`src/rtl/uart_pkg.sv`:
```
// Shared UART constants used by the baud generator and the TX/RX blocks.
// Defaults target 50 MHz, 9600 baud, x16 oversampling.
package uart_pkg;

    localparam int OS_RATE     = 16;
    localparam int DEFAULT_DIV = 325;
    localparam int MIN_DIV     = 1;

endpackage

```
`src/rtl/uart_baud_gen.sv`:
```
// Oversample and bit-phase tick generator for the UART TX/RX blocks.
// Divisor changes made while counting are held until the next bit boundary.
module uart_baud_gen
    import uart_pkg::*;
#(
    parameter int DIV_W       = 16,
    parameter int OS_RATE     = uart_pkg::OS_RATE,
    parameter int DEFAULT_DIV = uart_pkg::DEFAULT_DIV
) (
    input  logic             clk,
    input  logic             rst_n,
    input  logic             en,
    input  logic [DIV_W-1:0] div,
    input  logic             load,
    input  logic             sync,
    output logic             os_tick,
    output logic             mid_tick,
    output logic             bit_tick,
    output logic             cfg_err
);

    localparam int PH_W = $clog2(OS_RATE);
    localparam logic [PH_W-1:0]  PH_MID   = PH_W'(OS_RATE / 2 - 1);
    localparam logic [PH_W-1:0]  PH_LAST  = PH_W'(OS_RATE - 1);
    localparam logic [DIV_W-1:0] DIV_RST  = DIV_W'(DEFAULT_DIV);
    localparam logic [DIV_W-1:0] DIV_MIN  = DIV_W'(MIN_DIV);

    logic [DIV_W-1:0] os_cnt_q, os_cnt_d;
    logic [PH_W-1:0]  ph_q, ph_d;
    logic [DIV_W-1:0] div_q, div_d;
    logic [DIV_W-1:0] div_pend_q, div_pend_d;
    logic             pend_q, pend_d;
    logic             cfg_err_q, cfg_err_d;
    logic             os_tick_q, os_tick_d;
    logic             mid_tick_q, mid_tick_d;
    logic             bit_tick_q, bit_tick_d;

    logic             wrap;
    logic             mid_wrap;
    logic             bit_wrap;
    logic [DIV_W-1:0] div_fix;

    // >= rather than == so a divisor shrunk while disabled cannot leave the count stranded above it
    always_comb begin
        wrap     = en && !sync && (os_cnt_q >= div_q);
        mid_wrap = wrap && (ph_q == PH_MID);
        bit_wrap = wrap && (ph_q == PH_LAST);
        div_fix  = (div == '0) ? DIV_MIN : div;

        os_cnt_d   = os_cnt_q;
        ph_d       = ph_q;
        div_d      = div_q;
        div_pend_d = div_pend_q;
        pend_d     = pend_q;
        cfg_err_d  = cfg_err_q;

        if (sync) begin
            os_cnt_d = '0;
            ph_d     = '0;
        end else if (wrap) begin
            os_cnt_d = '0;
            ph_d     = ph_q + 1'b1;
        end else if (en) begin
            os_cnt_d = os_cnt_q + 1'b1;
        end

        if (bit_wrap && pend_q) begin
            div_d  = div_pend_q;
            pend_d = 1'b0;
        end

        // A load lands at once wherever no bit is being timed; otherwise it waits for the bit edge
        if (load) begin
            cfg_err_d  = (div == '0);
            div_pend_d = div_fix;
            if (sync || !en || bit_wrap) begin
                div_d  = div_fix;
                pend_d = 1'b0;
            end else begin
                pend_d = 1'b1;
            end
        end

        os_tick_d  = wrap;
        mid_tick_d = mid_wrap;
        bit_tick_d = bit_wrap;
    end

    always_ff @(posedge clk or negedge rst_n) begin
        if (!rst_n) begin
            os_cnt_q   <= '0;
            ph_q       <= '0;
            div_q      <= DIV_RST;
            div_pend_q <= DIV_RST;
            pend_q     <= 1'b0;
            cfg_err_q  <= 1'b0;
            os_tick_q  <= 1'b0;
            mid_tick_q <= 1'b0;
            bit_tick_q <= 1'b0;
        end else begin
            os_cnt_q   <= os_cnt_d;
            ph_q       <= ph_d;
            div_q      <= div_d;
            div_pend_q <= div_pend_d;
            pend_q     <= pend_d;
            cfg_err_q  <= cfg_err_d;
            os_tick_q  <= os_tick_d;
            mid_tick_q <= mid_tick_d;
            bit_tick_q <= bit_tick_d;
        end
    end

    assign os_tick  = os_tick_q;
    assign mid_tick = mid_tick_q;
    assign bit_tick = bit_tick_q;
    assign cfg_err  = cfg_err_q;

endmodule

```
`config.mk`:
```
export PLATFORM = sky130hd
export DESIGN_NAME = uart_baud_gen
export DESIGN_NICKNAME = d
export VERILOG_FILES = /design/src/rtl/uart_pkg.sv /design/src/rtl/uart_baud_gen.sv
export SDC_FILE = /design/constraint.sdc
export NUM_CORES = 1
export LEC_CHECK = 0
export CAP_MARGIN = 5
export CORE_ASPECT_RATIO = 1.2
export CORE_MARGIN = 10
export CORE_UTILIZATION = 45
export CTS_CLUSTER_DIAMETER = 200
export DETAILED_ROUTE_END_ITERATION = 10
export GPL_TIMING_DRIVEN = 0
export PLACE_DENSITY = 0.68
export SYNTH_ARGS = -nofsm -noshare
export SYNTH_HDL_FRONTEND = slang
export SYNTH_SLANG_ARGS = --single-unit
```
`constraint.sdc`:
```
create_clock -name clk -period 5.3 [get_ports clk]
set_input_delay 0.795 -clock clk [delete_from_list [all_inputs] [get_ports clk]]
set_output_delay 0.795 -clock clk [all_outputs]
set_load 0.01 [all_outputs]
```
==> metrics.txt, run 1 <==
DR DRC count 0; Bufs on Longest Clock Path 2; fin cells 429; setup bufs post-CTS 0; setup TNS 0 ns; Mapped Nets ~340; Worst VDD drop 0.1757 mV; First-pass DRT Iterations 4; CP Class reg -> reg; Crit Path Max Fanout 7; top-count cell post-synth dfrtp_1; worst skew pair latency 0.35 ns; Area contributors post-synth dfrtp_1, ha_1, dfstp_2, mux2i_1, mux2_2; ANT cells 0; CP delay by family, top simple AND/OR/NAND/NOR gates; cts bufs inserted 9; number of synthesized register bits 57; Hold Buf Count CTS 0; root buffer cell clkbuf_8; area fraction of the dominant cell type after synthesis 0.3974; Most used DFF post-synth dfrtp_1; Leak Pwr 1.593 nW; share of post-route cells with drive strength above 1 0.1696; Worst path max stage delay about 0.45 ns; cell taking the most area after synthesis dfrtp_1; TritonCTS clock tree built; # resized after CTS 0; CP Capture Type flop; Crit path required time 5.57 ns; nets 376; Max Slew Vio Count 0; area of the die 0.01058 mm^2; IO Count 25; Hold Path Class in -> async; Post-synth top cells dfrtp_1, nor2_1, a21oi_1; clock-pin slew on the worst setup and hold paths 0.07 ns; Core Box Area 0.006771 mm^2; Die Wd 95.59 um; CTS H-tree depth 3; routed wire length 6966 um; drt via density 5.531; largest family of logic cells by synthesized area simple AND/OR/NAND/NOR gates; register area share after synthesis 0.4655; Synth Area in Compound Gates 0.1245; Final Hold Violating Endpoints 0; Buffers on Ports 23; Post-Synth XOR/XNOR Area 0.02271; Die Ht 110.7 um; Yosys warnings 0; Post-Synth Adder-Cell Area 0.07299; Slew Limit Headroom 0.5685; Async SR Flop Fraction 1.000; EDFF count, synth 0; mapped cell area around 0.0031 mm^2; Cell Rows 33; Post-Place Cells 413; pin count of the biggest net entering global routing 37; Avg Cell Area, Syn 10.22 um^2; initial drt markers approximately 110; period utilization 0.4861; startpoint types flop; mux cell area share after synthesis 0.1200; initial antenna violation count 0; f_max 0.3882 GHz; Layout area overhead 17.36%; Initial Util 0.4557; Final Skew 0.009796 ns; CP arrival 2.84 ns; routed vias 2373; Crit-path slowest cell nor3_2; Slew @ Worst Pin 0.6473 ns; RSZ-0062 raised after global routing false; Unique masters post-synth between 40 and 50; number of buffers and inverters on the critical path 1; remaining global-route overflow 0; status finished, final reports clean; first-pass GRT wire length about 12000 um; Global Route Usage Sum 0.1395; Max Cap Viol 0; Final setup viols 0; post-synthesis simple-gate area fraction 0.1533; Power per Cell Area 274.2 mW/mm^2; RePlAce Congestion 0.7753; HPWL after DPL 5169 um; Core Util, Final 0.5347; post-layout min period ~2.6 ns; post-synthesis cell count ~300; total chip power just under 0.001 W; # clock sinks between 50 and 60; worst path cell trace inv_1, ha_1, nand2b_1, a2111o_1, and3_4, nor3_2, o21ai_1, nor2_1; antenna-violating nets left 0; Wirelength per Cell 16.24 um; vias in the first global route 2475
-- layout make-up --
type	count	area [um^2]
Fill cell	646	3151
Clock buffer	11	151.4
Sequential cell	57	1436
Multi-Input combinational cell	215	1523
Buffer	9	47.55
Inverter	21	78.83
Clock inverter	5	30.03
Timing Repair Buffer	24	245.2
Tap cell	87	108.9
-- power breakdown --
part           internal, W  leakage, nW  total (W)  switching, W
clock network     0.000192       0.0911   0.000372      0.000180
registers         0.000474        0.704   0.000493     0.0000190
logic            0.0000592        0.798   0.000128     0.0000684
-- stage by stage --
stage,instance area (um^2),hold WS [ns],setup slack [ns]
after global routing,3621,0.4661,2.535
final,3621,0.4293,2.724
after CTS,3621,0.4435,2.702
after floorplan,3085,0.4388,3.050
after detailed placement,3440,0.4847,2.381
after global placement,3425,0.4813,1.588
-- sequential cells by signal, indices dropped and copies added, names as in the netlist --
signal / flops
ph_q: 4
bit_tick: 1
div_q: 16
cfg_err: 1
pend_q: 1
os_tick: 1
mid_tick: 1
div_pend_q: 16
os_cnt_q: 16
-- path summary, 6_finish.rpt --
check / end / slack (ns) / from / cells past startpoint
hold / removal: os_cnt_q[9] / 0.43 / rst_n / 1
setup / recovery: os_cnt_q[13] / 2.72 / os_cnt_q[0] / 8
hold reg to reg: div_pend_q[0] / 0.50 / div_pend_q[0] / 2
max in group asynchronous: div_pend_q[8] / 4.22 / rst_n / 2
setup reg to reg: os_cnt_q[13] / 2.72 / os_cnt_q[0] / 8
min in group clk: div_pend_q[0] / 0.50 / div_pend_q[0] / 2
-- routing by layer --
layer | global-route usage | vias to the layer above | wire length [um]
met5 | 0 | - | 0
met4 | 0.06502 | 0 | 146
met3 | 0.03184 | 12 | 242
met2 | 0.2344 | 43 | 3558
met1 | 0.1608 | 1177 | 3019
li1 | - | 1141 | -
-- layout by cell type, fill, tap and decap left out, types with 4 or more instances in the layout --
master,n
a21oi_1,29
xnor2_1,4
o21ai_1,5
mux2_2,16
clkdlybuf4s50_1,22
clkbuf_8,11
xor2_1,4
inv_1,19
nor3_1,5
nand3_1,9
dfstp_2,8
nand2_1,19
nor2_1,36
o21ai_0,4
ha_1,18
and3_1,4
nand4_1,7
nor4_1,4
dfrtp_1,49
mux2i_1,19
-- worst register-to-register path, delay by kind of cell (launching register included) --
kind / cells / cell delay (ns)
buffers and inverters: 1 / 0.10
AND/OR/NAND/NOR: 4 / 0.96
AO/OA/AOI/OAI: 2 / 0.76
adder cells (fa/ha/maj): 1 / 0.29
flip-flops: 1 / 0.40
-- cells by family (layout without fill, tap and decap cells) --
logic type	count (synthesis)	count (layout)
buffers and inverters	30	70
AO/OA/AOI/OAI	57	57
adder cells (fa/ha/maj)	18	18
XOR/XNOR	8	8
multiplexers	35	35
AND/OR/NAND/NOR	97	97
flip-flops	57	57
No activity file was read; power rests on OpenSTA's default activity.
==> inputs of run 2 (changes only) <==
- PLACE_DENSITY: 0.68 -> 0.71
- clock period: 5.3 -> 2.2 ns (I/O delays scaled with it)
==> metrics.txt, run 2 (same netlist as run 1, synthesis figures left out) <==
post-layout min period between 2 and 2.5 ns; Final Skew 0.004395 ns; Worst VDD drop a little under 0.5 mV; f_max 0.4145 GHz; final setup margin -0.2124 ns; pin count of the biggest net entering global routing 30; Hold Path Class in -> async; Max Cap Viol 0; Worst path max stage delay 0.54 ns; Power per Cell Area about 630 mW/mm^2; Largest regs div_pend_q (16), div_q (16), os_cnt_q (16); RSZ-0062 raised after global routing true; met1 global-route usage 0.1763; Final Hold Violating Endpoints 0; First-pass DRT Iterations 4; Buffers on Ports 23; worst path cell trace inv_2, ha_4, nand4_1, buf_4, nor2_2, a22oi_2, a21oi_4, clkbuf_16, mux2i_1, a21oi_1; failing checks setup timing; initial drt markers 95; Crit Path Max Fanout 5; number of fill cells 582; total area of sequential cells 0.001438 mm^2; startpoint types flop; number of buffers and inverters on the critical path 3; HPWL after DPL approximately 5100 um; Slew @ Worst Pin 0.6752 ns; routed wire length 7782 um; drt via density 5.604; root buffer cell clkbuf_8; Max Slew Vio Count 0; Bufs on Longest Clock Path 2; period utilization 1.097; CP Capture Type flop; TritonCTS clock tree built; Cell Rows 33; area of the die 0.01058 mm^2; Post-Place Cells 413; Crit-path slowest cell dfstp_2; initial antenna violation count 0; M3 GR Usage 0.03997; area occupied by multi-input gates 0.001734 mm^2; most frequent cells in the layout dfrtp_1, nor2_1, clkdlybuf4s50_1; CP delay by family, top flip-flops; grt met2 use 0.2299; Final setup viols 33; remaining global-route overflow 0; CP arrival 2.64 ns; Leak Pwr 1.762 nW; DP Area 0.003442 mm^2; DR DRC count 0; Wirelength per Cell 17.49 um; vias in the first global route 2515; RePlAce Congestion 0.8086; commonest non-fill, non-tap cell in the layout dfrtp_1; Initial Util 0.4557; Die Ht 110.7 um; clock-pin slew on the worst setup and hold paths 0.06 ns; Global Route Usage Sum 0.1442; final instance area between 0.004 and 0.005 mm^2; ANT cells 0; routed vias 2494; first-pass GRT wire length between 10000 and 15000 um; nets 393; CTS H-tree depth 3; antenna-violating nets left 0; most used routing layer in global routing met2; cts bufs inserted 9; status finished with violations; Slew Limit Headroom 0.5499; worst skew pair latency 0.35 ns; fin cells between 400 and 500; # clock sinks between 50 and 60; Die Wd 95.59 um; Crit path required time 2.43 ns; Layout area overhead 31.51%; CP Class reg -> reg; share of post-route cells with drive strength above 1 0.2961; IO Count 25; Core Box Area between 0.006 and 0.007 mm^2
run 2: cell types whose count changed in the layout (fill, tap and decap cells not counted), moves of 4 or more:
cell,change
buf_6,+8
a21oi_2,+8
buf_4,+4
nor2_2,+4
a21oi_1,-9
nor2_1,-4
run 2: cell type report:
class | count | share of cell area
inverters | 21 | 0.01943
well taps | 87 | 0.02683
multi-input cells | 216 | 0.4274
flip-flops and latches | 57 | 0.3543
plain buffers | 9 | 0.02004
clock buffers | 12 | 0.03824
repair buffers | 40 | 0.1039
clock inverters | 3 | 0.009867
run 2: worst reg2reg max path, stage by stage (launching register included):
cell and delay [ns]:
dfstp_2 0.54, inv_2 0.05, ha_4 0.25, nand4_1 0.15, buf_4 0.19, nor2_2 0.15
a22oi_2 0.15, a21oi_4 0.29, clkbuf_16 0.21, mux2i_1 0.22, a21oi_1 0.09
run 2: timing repair:
| item | 4_1_cts | 5_1_grt |
|---|---|---|
| buffers inserted | 9 | 5 |
| hold buffers | 0 | 0 |
| pin swaps | 17 | 26 |
| gates cloned | 2 | 1 |
| resized for setup | 28 | 32 |
| setup endpoints to repair | 40 | 40 |
run 2: metrics by stage:
step	setup slack (ns)	hold WS, ns	power (W)	setup TNS [ns]	utilization
floorplan	-0.04676	0.03441	0.001385	-0.6347	-
global placement	-1.031	0.4793	0.001498	-61.97	0.5061
detailed placement	-0.3750	0.4069	0.001517	-9.459	0.5083
CTS	-0.1504	0.03337	0.002556	-2.869	0.5686
global route	-0.2952	0.05231	0.002675	-6.730	0.5992
finish	-0.2124	0.01393	0.002569	-3.649	0.5992
run 2: worst paths after layout:
check	startpoint	endpoint	slack, ns	cells past startpoint
worst max-delay path	div_q[8]	div_q[11]	-0.21	10
worst min-delay path	rst_n	div_pend_q[7]	0.01	1
worst max register to register	div_q[8]	div_q[11]	-0.21	10
worst min register to register	div_pend_q[0]	div_pend_q[0]	0.49	2
max in group asynchronous	rst_n	div_q[2]	1.53	2
min in group clk	en	os_cnt_q[1]	0.31	3
run 2: where the power goes:
part / total, W / leakage, nW / internal (W) / switching (W)
Sequential: 0.00119 / 0.702 / 0.00114 / 0.0000523
Clock: 0.000995 / 0.102 / 0.000575 / 0.000420
Combinational: 0.000380 / 0.958 / 0.000185 / 0.000195
Total: 0.00257 / 1.76 / 0.00190 / 0.000668
run 2: layer usage:
layer | routed length [um] | up-vias
met5 | 0 | -
met4 | 198 | 0
met3 | 353 | 17
met2 | 4059 | 63
met1 | 3170 | 1238
li1 | - | 1176
